--- src/rtl/output_display_pkg.sv ---
// Shared types and constants for the output_display BCD/7-segment block.
package output_display_pkg;

  typedef enum logic {
    IDLE = 1'b0,
    CONV = 1'b1
  } state_e;

  localparam int NUM_DIGITS  = 4;
  localparam int CONV_CYCLES = 8;

  // Segment codes, active-high {g,f,e,d,c,b,a}
  localparam logic [6:0] SEG_0     = 7'h3F;
  localparam logic [6:0] SEG_1     = 7'h06;
  localparam logic [6:0] SEG_2     = 7'h5B;
  localparam logic [6:0] SEG_3     = 7'h4F;
  localparam logic [6:0] SEG_4     = 7'h66;
  localparam logic [6:0] SEG_5     = 7'h6D;
  localparam logic [6:0] SEG_6     = 7'h7D;
  localparam logic [6:0] SEG_7     = 7'h07;
  localparam logic [6:0] SEG_8     = 7'h7F;
  localparam logic [6:0] SEG_9     = 7'h6F;
  localparam logic [6:0] SEG_BLANK = 7'h00;
  localparam logic [6:0] SEG_MINUS = 7'h40;

  // One double-dabble step: add 3 to every nibble >= 5, then shift in the next binary bit.
  function automatic logic [11:0] dabbleStep(input logic [11:0] bcd, input logic bitIn);
    logic [11:0] adj;
    for (int n = 0; n < 3; n++) begin
      adj[4*n +: 4] = (bcd[4*n +: 4] >= 4'd5) ? bcd[4*n +: 4] + 4'd3 : bcd[4*n +: 4];
    end
    return {adj[10:0], bitIn};
  endfunction

endpackage

--- src/rtl/seg7_decode.sv ---
// Combinational BCD digit to 7-segment decoder with a blanking override.
module seg7_decode
  import output_display_pkg::*;
(
  input  logic [3:0] digit_i,
  input  logic       blank_i,
  output logic [6:0] seg_o
);

  always_comb begin
    seg_o = SEG_BLANK;
    if (!blank_i) begin
      case (digit_i)
        4'd0:    seg_o = SEG_0;
        4'd1:    seg_o = SEG_1;
        4'd2:    seg_o = SEG_2;
        4'd3:    seg_o = SEG_3;
        4'd4:    seg_o = SEG_4;
        4'd5:    seg_o = SEG_5;
        4'd6:    seg_o = SEG_6;
        4'd7:    seg_o = SEG_7;
        4'd8:    seg_o = SEG_8;
        4'd9:    seg_o = SEG_9;
        default: seg_o = SEG_BLANK;
      endcase
    end
  end

endmodule

--- src/rtl/output_display.sv ---
// Captures a byte, converts it to BCD over 8 cycles and scans it onto a 4-digit display.
// Define OUTPUT_DISPLAY_SIGNED_EN to treat the input as two's complement with a minus on digit 3.
module output_display #(
  parameter int SCAN_DIV = 16
) (
  input  logic       i_clk,
  input  logic       i_rst_n,
  input  logic       i_load,
  input  logic [7:0] i_data,
  output logic       o_busy,
  output logic [7:0] o_value,
  output logic [6:0] o_seg,
  output logic [3:0] o_an
);
  import output_display_pkg::*;

  localparam int PW = $clog2(SCAN_DIV);
  localparam int DW = $clog2(NUM_DIGITS);

  state_e          state_q, state_d;
  logic [2:0]      convCnt_q;
  logic [7:0]      bin_q;
  logic [11:0]     bcd_q;
  logic [11:0]     bcdNext;
  logic [7:0]      value_q;
  logic            neg_q;
  logic [3:0]      hund_q, tens_q, ones_q;
  logic            dispNeg_q;
  logic [PW-1:0]   scanCnt_q;
  logic [DW-1:0]   digitIdx_q;
  logic            scanEn_q;
  logic [7:0]      loadMag;
  logic            loadNeg;
  logic            startConv;
  logic            lastConv;
  logic [3:0]      selDigit;
  logic            selBlank;
  logic [6:0]      decSeg;

`ifdef OUTPUT_DISPLAY_SIGNED_EN
  // -128 negates to 8'h80, which reads as 128 unsigned: exactly the magnitude wanted.
  assign loadNeg = i_data[7];
  assign loadMag = i_data[7] ? (~i_data + 8'd1) : i_data;
`else
  assign loadNeg = 1'b0;
  assign loadMag = i_data;
`endif

  assign startConv = (state_q == IDLE) && i_load;
  assign lastConv  = (state_q == CONV) && (convCnt_q == 3'(CONV_CYCLES - 1));
  assign bcdNext   = dabbleStep(bcd_q, bin_q[7]);

  always_ff @(posedge i_clk or negedge i_rst_n) begin
    if (!i_rst_n) state_q <= IDLE;
    else          state_q <= state_d;
  end

  always_comb begin
    state_d = state_q;
    case (state_q)
      IDLE:    if (i_load)   state_d = CONV;
      CONV:    if (lastConv) state_d = IDLE;
      default: state_d = IDLE;
    endcase
  end

  always_comb begin
    o_busy = (state_q == CONV);
  end

  // Working registers shift every CONV cycle; visible digits only change on the final one.
  always_ff @(posedge i_clk or negedge i_rst_n) begin
    if (!i_rst_n) begin
      value_q   <= '0;
      bin_q     <= '0;
      bcd_q     <= '0;
      convCnt_q <= '0;
      neg_q     <= 1'b0;
      hund_q    <= '0;
      tens_q    <= '0;
      ones_q    <= '0;
      dispNeg_q <= 1'b0;
    end else if (startConv) begin
      value_q   <= i_data;
      bin_q     <= loadMag;
      bcd_q     <= '0;
      convCnt_q <= '0;
      neg_q     <= loadNeg;
    end else if (state_q == CONV) begin
      bin_q     <= {bin_q[6:0], 1'b0};
      bcd_q     <= bcdNext;
      convCnt_q <= convCnt_q + 3'd1;
      if (lastConv) begin
        hund_q    <= bcdNext[11:8];
        tens_q    <= bcdNext[7:4];
        ones_q    <= bcdNext[3:0];
        dispNeg_q <= neg_q;
      end
    end
  end

  always_ff @(posedge i_clk or negedge i_rst_n) begin
    if (!i_rst_n) begin
      scanEn_q   <= 1'b0;
      scanCnt_q  <= '0;
      digitIdx_q <= '0;
    end else begin
      scanEn_q <= 1'b1;
      if (scanCnt_q == PW'(SCAN_DIV - 1)) begin
        scanCnt_q  <= '0;
        digitIdx_q <= digitIdx_q + DW'(1);
      end else begin
        scanCnt_q <= scanCnt_q + PW'(1);
      end
    end
  end

  always_comb begin
    selDigit = 4'd0;
    selBlank = 1'b1;
    case (digitIdx_q)
      2'd0: begin selDigit = ones_q; selBlank = 1'b0; end
      2'd1: begin selDigit = tens_q; selBlank = (hund_q == 4'd0) && (tens_q == 4'd0); end
      2'd2: begin selDigit = hund_q; selBlank = (hund_q == 4'd0); end
      default: begin selDigit = 4'd0; selBlank = 1'b1; end
    endcase
  end

  seg7_decode u_decode (
    .digit_i (selDigit),
    .blank_i (selBlank),
    .seg_o   (decSeg)
  );

  always_comb begin
    o_an  = 4'b1111;
    o_seg = SEG_BLANK;
    if (scanEn_q) begin
      o_an = ~(4'b0001 << digitIdx_q);
      if (digitIdx_q == 2'd3) o_seg = dispNeg_q ? SEG_MINUS : SEG_BLANK;
      else                    o_seg = decSeg;
    end
  end

  assign o_value = value_q;

endmodule

--- config.mk ---
export PLATFORM = sky130hd
export DESIGN_NAME = output_display
export DESIGN_NICKNAME = d
export VERILOG_FILES = /design/src/rtl/output_display_pkg.sv /design/src/rtl/seg7_decode.sv /design/src/rtl/output_display.sv
export SDC_FILE = /design/constraint.sdc
export NUM_CORES = 1
export LEC_CHECK = 0
export BUFFER_PORTS_ARGS = -buffer_cell sky130_fd_sc_hd__buf_2
export CORE_MARGIN = 4
export CORE_UTILIZATION = 45
export DETAILED_ROUTE_END_ITERATION = 10
export PLACE_DENSITY = 0.69
export SYNTH_ARGS = -nofsm -noshare
export SYNTH_HDL_FRONTEND = slang
export SYNTH_SLANG_ARGS = --single-unit
--- constraint.sdc ---
create_clock -name i_clk -period 2.2 [get_ports i_clk]
set_input_delay 0.22 -clock i_clk [delete_from_list [all_inputs] [get_ports i_clk]]
set_output_delay 0.22 -clock i_clk [all_outputs]
set_load 0.02 [all_outputs]
==> impl_metrics.json <==
{
  "synth-edff-count": 0,
  "cpMostUsedCell": "ha_4",
  "violations": "negative setup slack",
  "n_fill_cell": 439,
  "layout.nets": 324,
  "multi_input_area_mm2": 0.00148,
  "ant_nets": 0,
  "reg2regPathDepth": 4,
  "grt_max_degree": 30,
  "startpoint": "digitIdx_q[0]",
  "die_height_um": 84.1,
  "io_pins": 31,
  "cp_num_cells": 10,
  "critPathArrivalTime_ns": 2.33,
  "async_reset_ff_share_pct": 100,
  "start_util_pct": 46.8,
  "wirelength_mm": 5.20,
  "drcViolationCount": 0,
  "clock_path_buffers": 2,
  "required_ns": 1.98,
  "p_total_mw": 3.64,
  "area_growth_pct": 32.2,
  "cts_root_buf": "clkbuf_8",
  "synthFlopType": "dfrtp_1",
  "tightest_slew_ns": 0.663,
  "cts.reportedPaths.clkPinSlew_ns": 0.09,
  "path_cells": "inv_4 -> ha_4 -> a222oi_1 -> or2_4 -> buf_6 -> ha_4 -> mux2_2 -> nand2_2 -> a21oi_2 -> buf_4",
  "cts_tree": "done",
  "yosys.cell_types.count": 30,
  "die_w_um": 84.1,
  "layout_commonest_cell": "dfrtp_1",
  "core_mm2": 0.00557,
  "fmax_mhz": 392,
  "period_minus_slack_ns": 2.55,
  "worstSetupPathType": "reg -> out",
  "final_cell_mix": "49 x dfrtp_1, 27 x buf_4, 23 x nand2_1, 23 x buf_2, 22 x mux2_2",
  "netlist_instances": 236,
  "yosysWarnings": 0,
  "hold_slack_ns": 0.168,
  "crit_family": "compound AO/OA/AOI/OAI gates",
  "h-tree-depth": 2,
  "regArea_mm2": 0.00128,
  "syn_avg_cell_area_um2": 11.1,
  "slowest_delay_ns": 0.44,
  "grt_remaining_overflow": 0,
  "finalWorstSetupSlack_ns": -0.354,
  "wl_per_cell_um": 14.2,
  "relSlewSlack_pct": 55.8,
  "outcome": "finished, violations left",
  "syn_nets": 266,
  "drv_slew": 0,
  "vias": 1919,
  "critPathLaunchType": "register",
  "gp_congestion": 0.718,
  "tns_ns": -2.29,
  "cts_buffers": 5,
  "drtPass1Iterations": 5,
  "cts.sinks": 51,
  "peakVddDrop_v": 0.000820,
  "synth_area_mm2": 0.00261,
  "worstPathBufferInverterCount": 3,
  "cp_max_fo": 4,
  "dp_hpwl_mm": 3.66,
  "min_from": "i_data[0]",
  "synth-seq-area-share_pct": 48.9,
  "antenna_found_initial": 0,
  "rsz0062_at_grt": "yes",
  "grt_pass1_wl_mm": 9.14,
  "post-route-period-util_pct": 116,
  "drv_cap": 0,
  "hold_class": "in -> reg",
  "clkLatencyLatePin_ns": 0.30,
  "setup_violations": 7,
  "diodes": 0,
  "timing.final.hold_violations": 0,
  "ys_ff_latch": 51,
  "routed_via_density": 5.23,
  "hold_depth": 2,
  "drt_iter0_drc": 68,
  "num_rows": 27,
  "fin_worst_skew_ns": 0.00312,
  "end_kind": "output pin",
  "drive_above_1_share_pct": 42.4,
  "powerDensity_mw_per_mm2": 1060,
  "portBuffers": 30,
  "track_usage_pct": 15.5,
  "grt_pass1_vias": 2000,
  "leakagePower_nw": 1.61,
  "rr_startpoint": "convCnt_q[0]",
  "die_area_mm2": 0.00708,
  "critical_path.slowest_cell": "dfrtp_2"
}
[metal layers]
metal | vias to the layer above | part of all wire (%) | GRT usage, % | wire length (µm)
li1 | 948 | - | - | -
met1 | 934 | 45 | 19.5 | 2360
met2 | 33 | 51 | 27.4 | 2630
met3 | 4 | 3.0 | 2.85 | 157
met4 | 0 | 1.1 | 4.24 | 55
met5 | - | 0 | 0 | 0
[synth_stat cells (all sizes together) (2+ instances only)]
cell	instances	area share, %
nand3	2	0.38
buf	2	0.29
xor2	2	0.67
mux2	22	9.5
a31oi	3	0.96
or2	4	0.96
clkbuf	7	1.0
dfrtp	51	49
o21ai	17	3.3
mux2i	12	4.6
nor3	2	0.38
inv	13	1.9
a222oi	4	1.5
xnor2	4	1.3
nor2	8	1.2
ha	19	9.1
nand2	24	3.5
nand2b	6	1.4
a22o	12	4.0
a21oi	13	2.5
[sequential cells by signal (all words and copies together) (netlist names), 2 cells and up]
signal	flops
scanCnt_q	4
convCnt_q	3
bcd_q	12
tens_q	4
bin_q	8
o_value	8
hund_q	4
digitIdx_q	2
ones_q	4
[power by group]
part	leakage, nW	total, mW	switching [mW]	internal, mW
Clock	0.0581	0.639	0.300	0.339
Combinational	0.925	1.40	0.697	0.701
Sequential	0.630	1.60	0.291	1.31
Total	1.61	3.64	1.29	2.35
[cell families after synthesis]
logic type                 synth area share (%)
AOI/OAI and AO/OA                          13.4
xor gates and xnor gates                   2.01
adders and majority gates                  9.11
buffers and inverters                      3.17
DFF                                        48.9
muxes                                      14.1
other                                     0.144
and+or+nand+nor                            9.11
[worst register-to-register path: cells and delay by family (launching register included)]
family        cells  cell delay, ns
fa+ha+maj         2            0.39
simple gates      1            0.39
flops             1            0.39
mux               1            0.39
[metrics by stage]
stage	instances	setup WS (ns)	cell area, µm²	util (%)
after detailed placement	350	-0.182	3080	55.2
after global routing	367	-0.472	3450	61.9
after CTS	366	-0.341	3400	61.1
after floorplan	236	-0.0636	2710	-
final	367	-0.354	3450	61.9
after global placement	350	-0.0795	3080	55.2
[area by class of cell]
type | instances | share of cell area (%)
repair buffers | 60 | 12.4
clock buffers | 5 | 2.00
well taps | 72 | 2.61
clock inverters | 3 | 1.27
multi-input cells | 163 | 43.0
inverters | 13 | 1.56
flip-flops and latches | 51 | 37.1
[repair_timing]
action | 4_1_cts | 5_1_grt
buffers inserted | 7 | 1
endpoints found under the setup margin | 7 | 7
hold buffers | 1 | 0
endpoints found under the hold margin | 27 | 0
pin swaps | 17 | 8
resized for setup | 43 | 6
[worst paths after layout]
| path | to | slack [ns] |
|---|---|---|
| min in group asynchronous | o_value[0] | 0.48 |
| min reg2reg | scanCnt_q[0] | 0.50 |
| max reg2reg | hund_q[1] | 0.52 |
| min | o_value[0] | 0.17 |
| max in group asynchronous | tens_q[0] | 1.08 |
| max | o_seg[4] | -0.35 |
Power figures use the tool's default switching activity.
